<file path="src/rtl/alu_issue_ctrl_if.sv">
// Command/response handshake bundle for alu_issue_ctrl.
// cmd_use_acc exists only when ALU_ACC_CHAIN_EN is defined.
interface alu_issue_ctrl_if #(
  parameter int n = 8
);
  logic         cmd_valid;
  logic         cmd_ready;
  logic [2:0]   cmd_op;
  logic [n-1:0] cmd_a;
  logic [n-1:0] cmd_b;
`ifdef ALU_ACC_CHAIN_EN
  logic         cmd_use_acc;
`endif
  logic         rsp_valid;
  logic         rsp_ready;
  logic [n-1:0] rsp_result;
  logic         rsp_z;
  logic         rsp_c;
  logic         rsp_cout;

  modport master (
    output cmd_valid, cmd_op, cmd_a, cmd_b,
`ifdef ALU_ACC_CHAIN_EN
    output cmd_use_acc,
`endif
    output rsp_ready,
    input  cmd_ready, rsp_valid,
    input  rsp_result, rsp_z, rsp_c, rsp_cout
  );

  modport slave (
    input  cmd_valid, cmd_op, cmd_a, cmd_b,
`ifdef ALU_ACC_CHAIN_EN
    input  cmd_use_acc,
`endif
    input  rsp_ready,
    output cmd_ready, rsp_valid,
    output rsp_result, rsp_z, rsp_c, rsp_cout
  );
endinterface

</file>
<file path="src/rtl/alu_issue_ctrl.sv">
// Issues one command at a time to a combinational ALU and holds its response.
// Optional accumulator chaining via macro ALU_ACC_CHAIN_EN.
module alu_issue_ctrl #(
  parameter int n = 8
) (
  input  logic           clk,
  input  logic           rst_n,
  alu_issue_ctrl_if.slave bus,
  output logic [n-1:0]   alu_a,
  output logic [n-1:0]   alu_b,
  output logic [2:0]     alu_opcode,
  input  logic [n-1:0]   alu_result,
  input  logic           alu_z,
  input  logic           alu_c,
  input  logic           alu_cout,
  output logic [15:0]    op_count
);

  typedef enum logic [1:0] {
    IDLE,
    EXEC,
    RESP
  } state_t;

  state_t       state_q;
  state_t       state_d;
  logic         accept;
  logic         capture;
  logic         fire;
  logic [n-1:0] a_sel;

`ifdef ALU_ACC_CHAIN_EN
  logic [n-1:0] acc_q;
`endif

  assign bus.cmd_ready = (state_q == IDLE);
  assign bus.rsp_valid = (state_q == RESP);

  // State register
  always_ff @(posedge clk or negedge rst_n) begin
    if (!rst_n) state_q <= IDLE;
    else        state_q <= state_d;
  end

  // Next state and per-edge strobes
  always_comb begin
    state_d = state_q;
    accept  = 1'b0;
    capture = 1'b0;
    fire    = 1'b0;
    unique case (state_q)
      IDLE: begin
        if (bus.cmd_valid) begin
          accept  = 1'b1;
          state_d = EXEC;
        end
      end
      EXEC: begin
        capture = 1'b1;
        state_d = RESP;
      end
      RESP: begin
        if (bus.rsp_ready) begin
          fire    = 1'b1;
          state_d = IDLE;
        end
      end
      default: state_d = IDLE;
    endcase
  end

  // Operand A source: command or chained accumulator
  always_comb begin
    a_sel = bus.cmd_a;
`ifdef ALU_ACC_CHAIN_EN
    if (bus.cmd_use_acc) a_sel = acc_q;
`endif
  end

  // Operand/opcode registers, held until the next accept
  always_ff @(posedge clk or negedge rst_n) begin
    if (!rst_n) begin
      alu_a      <= '0;
      alu_b      <= '0;
      alu_opcode <= 3'b000;
    end else if (accept) begin
      alu_a      <= a_sel;
      alu_b      <= bus.cmd_b;
      alu_opcode <= bus.cmd_op;
    end
  end

  // Response capture after one full settle cycle
  always_ff @(posedge clk or negedge rst_n) begin
    if (!rst_n) begin
      bus.rsp_result <= '0;
      bus.rsp_z      <= 1'b0;
      bus.rsp_c      <= 1'b0;
      bus.rsp_cout   <= 1'b0;
    end else if (capture) begin
      bus.rsp_result <= alu_result;
      bus.rsp_z      <= alu_z;
      bus.rsp_c      <= alu_c;
      bus.rsp_cout   <= alu_cout;
    end
  end

  // Saturating count of completed responses
  always_ff @(posedge clk or negedge rst_n) begin
    if (!rst_n) op_count <= '0;
    else if (fire && op_count != 16'hFFFF)
      op_count <= op_count + 16'd1;
  end

`ifdef ALU_ACC_CHAIN_EN
  // Accumulator follows every captured result
  always_ff @(posedge clk or negedge rst_n) begin
    if (!rst_n)       acc_q <= '0;
    else if (capture) acc_q <= alu_result;
  end
`endif

endmodule

</file>
<file path="src/flat_wrapper.sv">
// flat-port wrapper written by rule: the top's interface ports become plain ports
module alu_issue_ctrl_flat 
#(
  parameter int n = 8
)
  (clk, rst_n, alu_a, alu_b, alu_opcode, alu_result, alu_z, alu_c, alu_cout, op_count, bus_cmd_valid, bus_cmd_op, bus_cmd_a, bus_cmd_b, bus_rsp_ready, bus_cmd_ready, bus_rsp_valid, bus_rsp_result, bus_rsp_z, bus_rsp_c, bus_rsp_cout);
  alu_issue_ctrl_if #(.n(n)) bus_i ();
  input  logic clk;
  input  logic rst_n;
  output logic [n-1:0] alu_a;
  output logic [n-1:0] alu_b;
  output logic [2:0] alu_opcode;
  input  logic [n-1:0] alu_result;
  input  logic alu_z;
  input  logic alu_c;
  input  logic alu_cout;
  output logic [15:0] op_count;
  input wire logic [$bits(bus_i.cmd_valid)-1:0] bus_cmd_valid;
  input wire logic [$bits(bus_i.cmd_op)-1:0] bus_cmd_op;
  input wire logic [$bits(bus_i.cmd_a)-1:0] bus_cmd_a;
  input wire logic [$bits(bus_i.cmd_b)-1:0] bus_cmd_b;
  input wire logic [$bits(bus_i.rsp_ready)-1:0] bus_rsp_ready;
  output wire logic [$bits(bus_i.cmd_ready)-1:0] bus_cmd_ready;
  output wire logic [$bits(bus_i.rsp_valid)-1:0] bus_rsp_valid;
  output wire logic [$bits(bus_i.rsp_result)-1:0] bus_rsp_result;
  output wire logic [$bits(bus_i.rsp_z)-1:0] bus_rsp_z;
  output wire logic [$bits(bus_i.rsp_c)-1:0] bus_rsp_c;
  output wire logic [$bits(bus_i.rsp_cout)-1:0] bus_rsp_cout;
  assign bus_i.cmd_valid = bus_cmd_valid;
  assign bus_i.cmd_op = bus_cmd_op;
  assign bus_i.cmd_a = bus_cmd_a;
  assign bus_i.cmd_b = bus_cmd_b;
  assign bus_i.rsp_ready = bus_rsp_ready;
  assign bus_cmd_ready = bus_i.cmd_ready;
  assign bus_rsp_valid = bus_i.rsp_valid;
  assign bus_rsp_result = bus_i.rsp_result;
  assign bus_rsp_z = bus_i.rsp_z;
  assign bus_rsp_c = bus_i.rsp_c;
  assign bus_rsp_cout = bus_i.rsp_cout;
  alu_issue_ctrl #(.n(n)) u_core (.clk(clk), .rst_n(rst_n), .bus(bus_i), .alu_a(alu_a), .alu_b(alu_b), .alu_opcode(alu_opcode), .alu_result(alu_result), .alu_z(alu_z), .alu_c(alu_c), .alu_cout(alu_cout), .op_count(op_count));
endmodule
</file>
<file path="config.mk">
export PLATFORM = sky130hd
export DESIGN_NAME = alu_issue_ctrl_flat
export DESIGN_NICKNAME = d
export VERILOG_FILES = /design/src/rtl/alu_issue_ctrl_if.sv /design/src/rtl/alu_issue_ctrl.sv /design/src/flat_wrapper.sv
export SDC_FILE = /design/constraint.sdc
export NUM_CORES = 1
export LEC_CHECK = 0
export BUFFER_PORTS_ARGS = -buffer_cell sky130_fd_sc_hd__buf_2
export CAP_MARGIN = 25
export CORE_ASPECT_RATIO = 1.2
export CORE_UTILIZATION = 48
export DETAILED_ROUTE_END_ITERATION = 10
export GPL_ROUTABILITY_DRIVEN = 0
export GPL_TIMING_DRIVEN = 0
export PLACE_DENSITY = 0.83
export SLEW_MARGIN = 15
export SYNTH_ARGS = -nofsm -noshare
export SYNTH_HDL_FRONTEND = slang
export SYNTH_SLANG_ARGS = --single-unit
</file>
<file path="constraint.sdc">
create_clock -name clk -period 1.8 [get_ports clk]
set_clock_uncertainty 0.15 [all_clocks]
set_input_delay 0.54 -clock clk [delete_from_list [all_inputs] [get_ports clk]]
set_output_delay 0.54 -clock clk [all_outputs]
set_load 0.02 [all_outputs]
</file>
==> impl_results.md <==
- CP Capture Type: output pin
- Initial antenna violation count: 0
- Vias: 1524
- Static Leak: 0.001332 µW
- Starting Density: 51.16%
- Post-synthesis compound-gate area fraction: 4.337%
- Slew @ Worst Pin: 546.5 ps
- Post-synthesis mux area share: 19.30%
- Met1 usage: 21.70%
- Dominant cell type by area after synthesis: dfrtp_1
- Total GRT Usage: 19.35%
- Core Rows: 25
- Post-synthesis cell count: 149
- Seq/Total Area, Yosys: 58.64%
- Max H-tree Level: 2
- Design Area, Final: 0.002691 mm²
- Register bit count reported by yosys: 48
- IR drop worst, VDD: 1.135 mV
- Yosys warning count: 0
- Simple-gate area share of the yosys netlist: 11.85%
- R2R cell count: 5
- Clk slew on worst S/H paths: 80 ps
- Routed WL: 4033 µm
- Grt ovf: 0
- Crit Path Max Fanout: 4
- Reg power frac: 41.7%
- Clk buf depth: 2
- Minimum clock period: 1740 ps
- DR iter-0 viols: 70
- Rel. slew slack: 63.57%
- First-pass GRT wire length: 6451 µm
- Cell area after synthesis: 0.002048 mm²
- Worst min-delay path class: in2async
- NetSw: 1614 µW
- Area growth syn-to-layout: 31.40%
- Syn_nets: 184
- Fin cells: 297
- Layout cells sized above 1: 50.21%
- Core ar.: 0.004004 mm²
- I/O Buffers: 81
- Clock Latency Late Sink: 290 ps
- # DRC: 0
- Yosys top cell area share: 58.64%
- DP HPWL: 3062 µm
- Final period utilization: 96.67%
- Status: finished, final reports clean
- Final setup fails: 0
- Tot Pwr: 4190 µW
- FF-to-FF setup slack: 80 ps
- Internal Power: 2577 µW
- Worst Setup Path Type: reg2out
- Mean Syn Cell Area: 13.75 µm²
- Filler instances: 316
- ANT nets after route: 0
- Yosys cell types: 35
- Dpl cell area: 0.002541 mm²
- Pin count of the biggest net entering global routing: 26
- Vias in the first global route: 1557
- M2 GR Usage: 32.86%
- Max-cap viol count: 0
- Die Footprint: 0.004533 mm²
- Nets: 277
- DR WL/cell: 13.58 µm
- CTS sink count: 48
- I/O pin count: 82
- GRT busiest layer: met2
- GR Util met3: 6.514%
- CTS tree: done
- Post-synthesis xor/xnor area fraction: 3.421%
- Req. time, crit path: 1110 ps
- Net Sw Frac: 38.51%
- Fmax: 574.7 MHz
- Most frequent cells in the layout: buf_2, dfrtp_1, mux2_1
- Top post-synthesis cells by area: dfrtp_1, mux2_1, mux2_2, xnor2_1, and3_1
- Clock share of power: 15.6%
- Hold slack: 74.82 ps
- Worst EP arrival: 1050 ps
- Worst reg2reg path endpoint: u_core.op_count[14]
- Commonest non-fill, non-tap cell in the layout: buf_2
- Ant diodes: 0
- Root Buffer: clkbuf_8
- CTS Buf Count: 5
- Final Max Slew Viols: 0
- Setup TNS: 0 ps
- Startpoint Class: register
- Number of detailed-route iterations in the first pass: 4
- Adder-Cell Fraction of Synth Area: 0.6109%
- Comb power frac: 42.7%
- Reg-to-reg startpoint: u_core.op_count[1]
- Power density over the cells: 1557 mW/mm²
- Die width: 61.63 µm
- RSZ-0062 raised after global routing: false
- Placed insts: 285
- Vias per std cell: 5.131
- CTS Hold Bufs: 0
- Largest family of logic cells by synthesized area: multiplexers
- Die span in y: 73.56 µm
- Final hold vios: 0
==> state kept, by name, indices dropped and copies added, names as in the netlist <==
name,count
u_core.alu_a,8
u_core.alu_b,8
u_core.alu_opcode,3
u_core.bus.rsp_c,1
u_core.bus.rsp_cout,1
u_core.bus.rsp_result,8
u_core.bus.rsp_z,1
u_core.op_count,16
u_core.state_q,2
==> cells in the mapped netlist <==
cell type  number
dfrtp_1        48
mux2_1         21
mux2_2         11
nand2_1         9
and3_1          6
xnor2_1         6
nand4_1         4
buf_2           3
inv_1           3
nand2b_1        3
o21ai_0         3
a21oi_1         2
a31oi_1         2
and2_1          2
and4_4          2
mux2i_1         2
nand3_1         2
nor2_1          2
xor2_1          2
a211oi_2        1
a21oi_2         1
a22oi_1         1
and2_4          1
and3_4          1
buf_6           1
ha_1            1
mux2_4          1
nand3b_2        1
nand4_2         1
nand4b_1        1
nor2_2          1
nor3_4          1
o2111ai_1       1
o21ai_1         1
o31a_1          1
==> how the worst max path moves through the flow <==
stage	from	endpoint	slack, ps
after floorplan	u_core.op_count[0]	u_core.op_count[14]	10
after global placement	u_core.op_count[0]	u_core.op_count[14]	-40
after detailed placement	u_core.op_count[1]	u_core.op_count[14]	-30
after CTS	u_core.state_q[1]	bus_cmd_ready	5
after global routing	u_core.state_q[0]	bus_rsp_valid	7
final	u_core.state_q[0]	bus_rsp_valid	60
==> cell type report <==
class	instances	area (µm²)	area share, %
Timing Repair Buffer	86	460.4	17.11
Multi-Input combinational cell	94	829.5	30.82
Buffer	4	26.28	0.9763
Clock buffer	7	86.33	3.208
Tap cell	54	67.56	2.510
Inverter	3	11.26	0.4184
Sequential cell	48	1202	44.68
Clock inverter	1	7.507	0.2789
==> power groups by stage <==
stage / clock network (µW) / registers (µW) / logic, µW
final: 654 / 1750 / 1790
after global routing: 717 / 1810 / 1920
after CTS: 683 / 1740 / 1730
after detailed placement: 0 / 1750 / 1720
after global placement: 0 / 1730 / 1670
after floorplan: 0 / 2230 / 617
==> cells by family (layout without fill, tap and decap cells) <==
group,Yosys count,count (layout)
fa+ha+maj,1,1
mux,35,35
xor+xnor,8,8
simple gates,37,37
buf+inv,7,101
flops,48,48
compound gates,13,13
==> per-layer routing <==
layer,vias up,share of wire (%)
met5,-,0
met4,0,1.7
met3,7,7.3
met2,69,51
met1,735,41
li1,713,-
==> worst max-delay path, stage by stage, from the launching register on <==
cell	delay, ps
dfrtp_1	410
nand2b_1	160
inv_1	50
buf_4	130
==> through the flow <==
| stage | util (%) | setup slack (ps) |
|---|---|---|
| after floorplan | - | 13.28 |
| after global placement | 62.97 | -42.89 |
| after detailed placement | 63.47 | -31.25 |
| after CTS | 66.13 | 4.943 |
| after global routing | 67.22 | 7.468 |
| final | 67.22 | 60.02 |
==> timing repair <==
item                                    4_1_cts  5_1_grt
resized for setup                             1        6
pin swaps                                     1        2
setup buffers                                 1        3
endpoints found under the setup margin        2        4
Note: power is estimated with default switching activity, not from simulation.
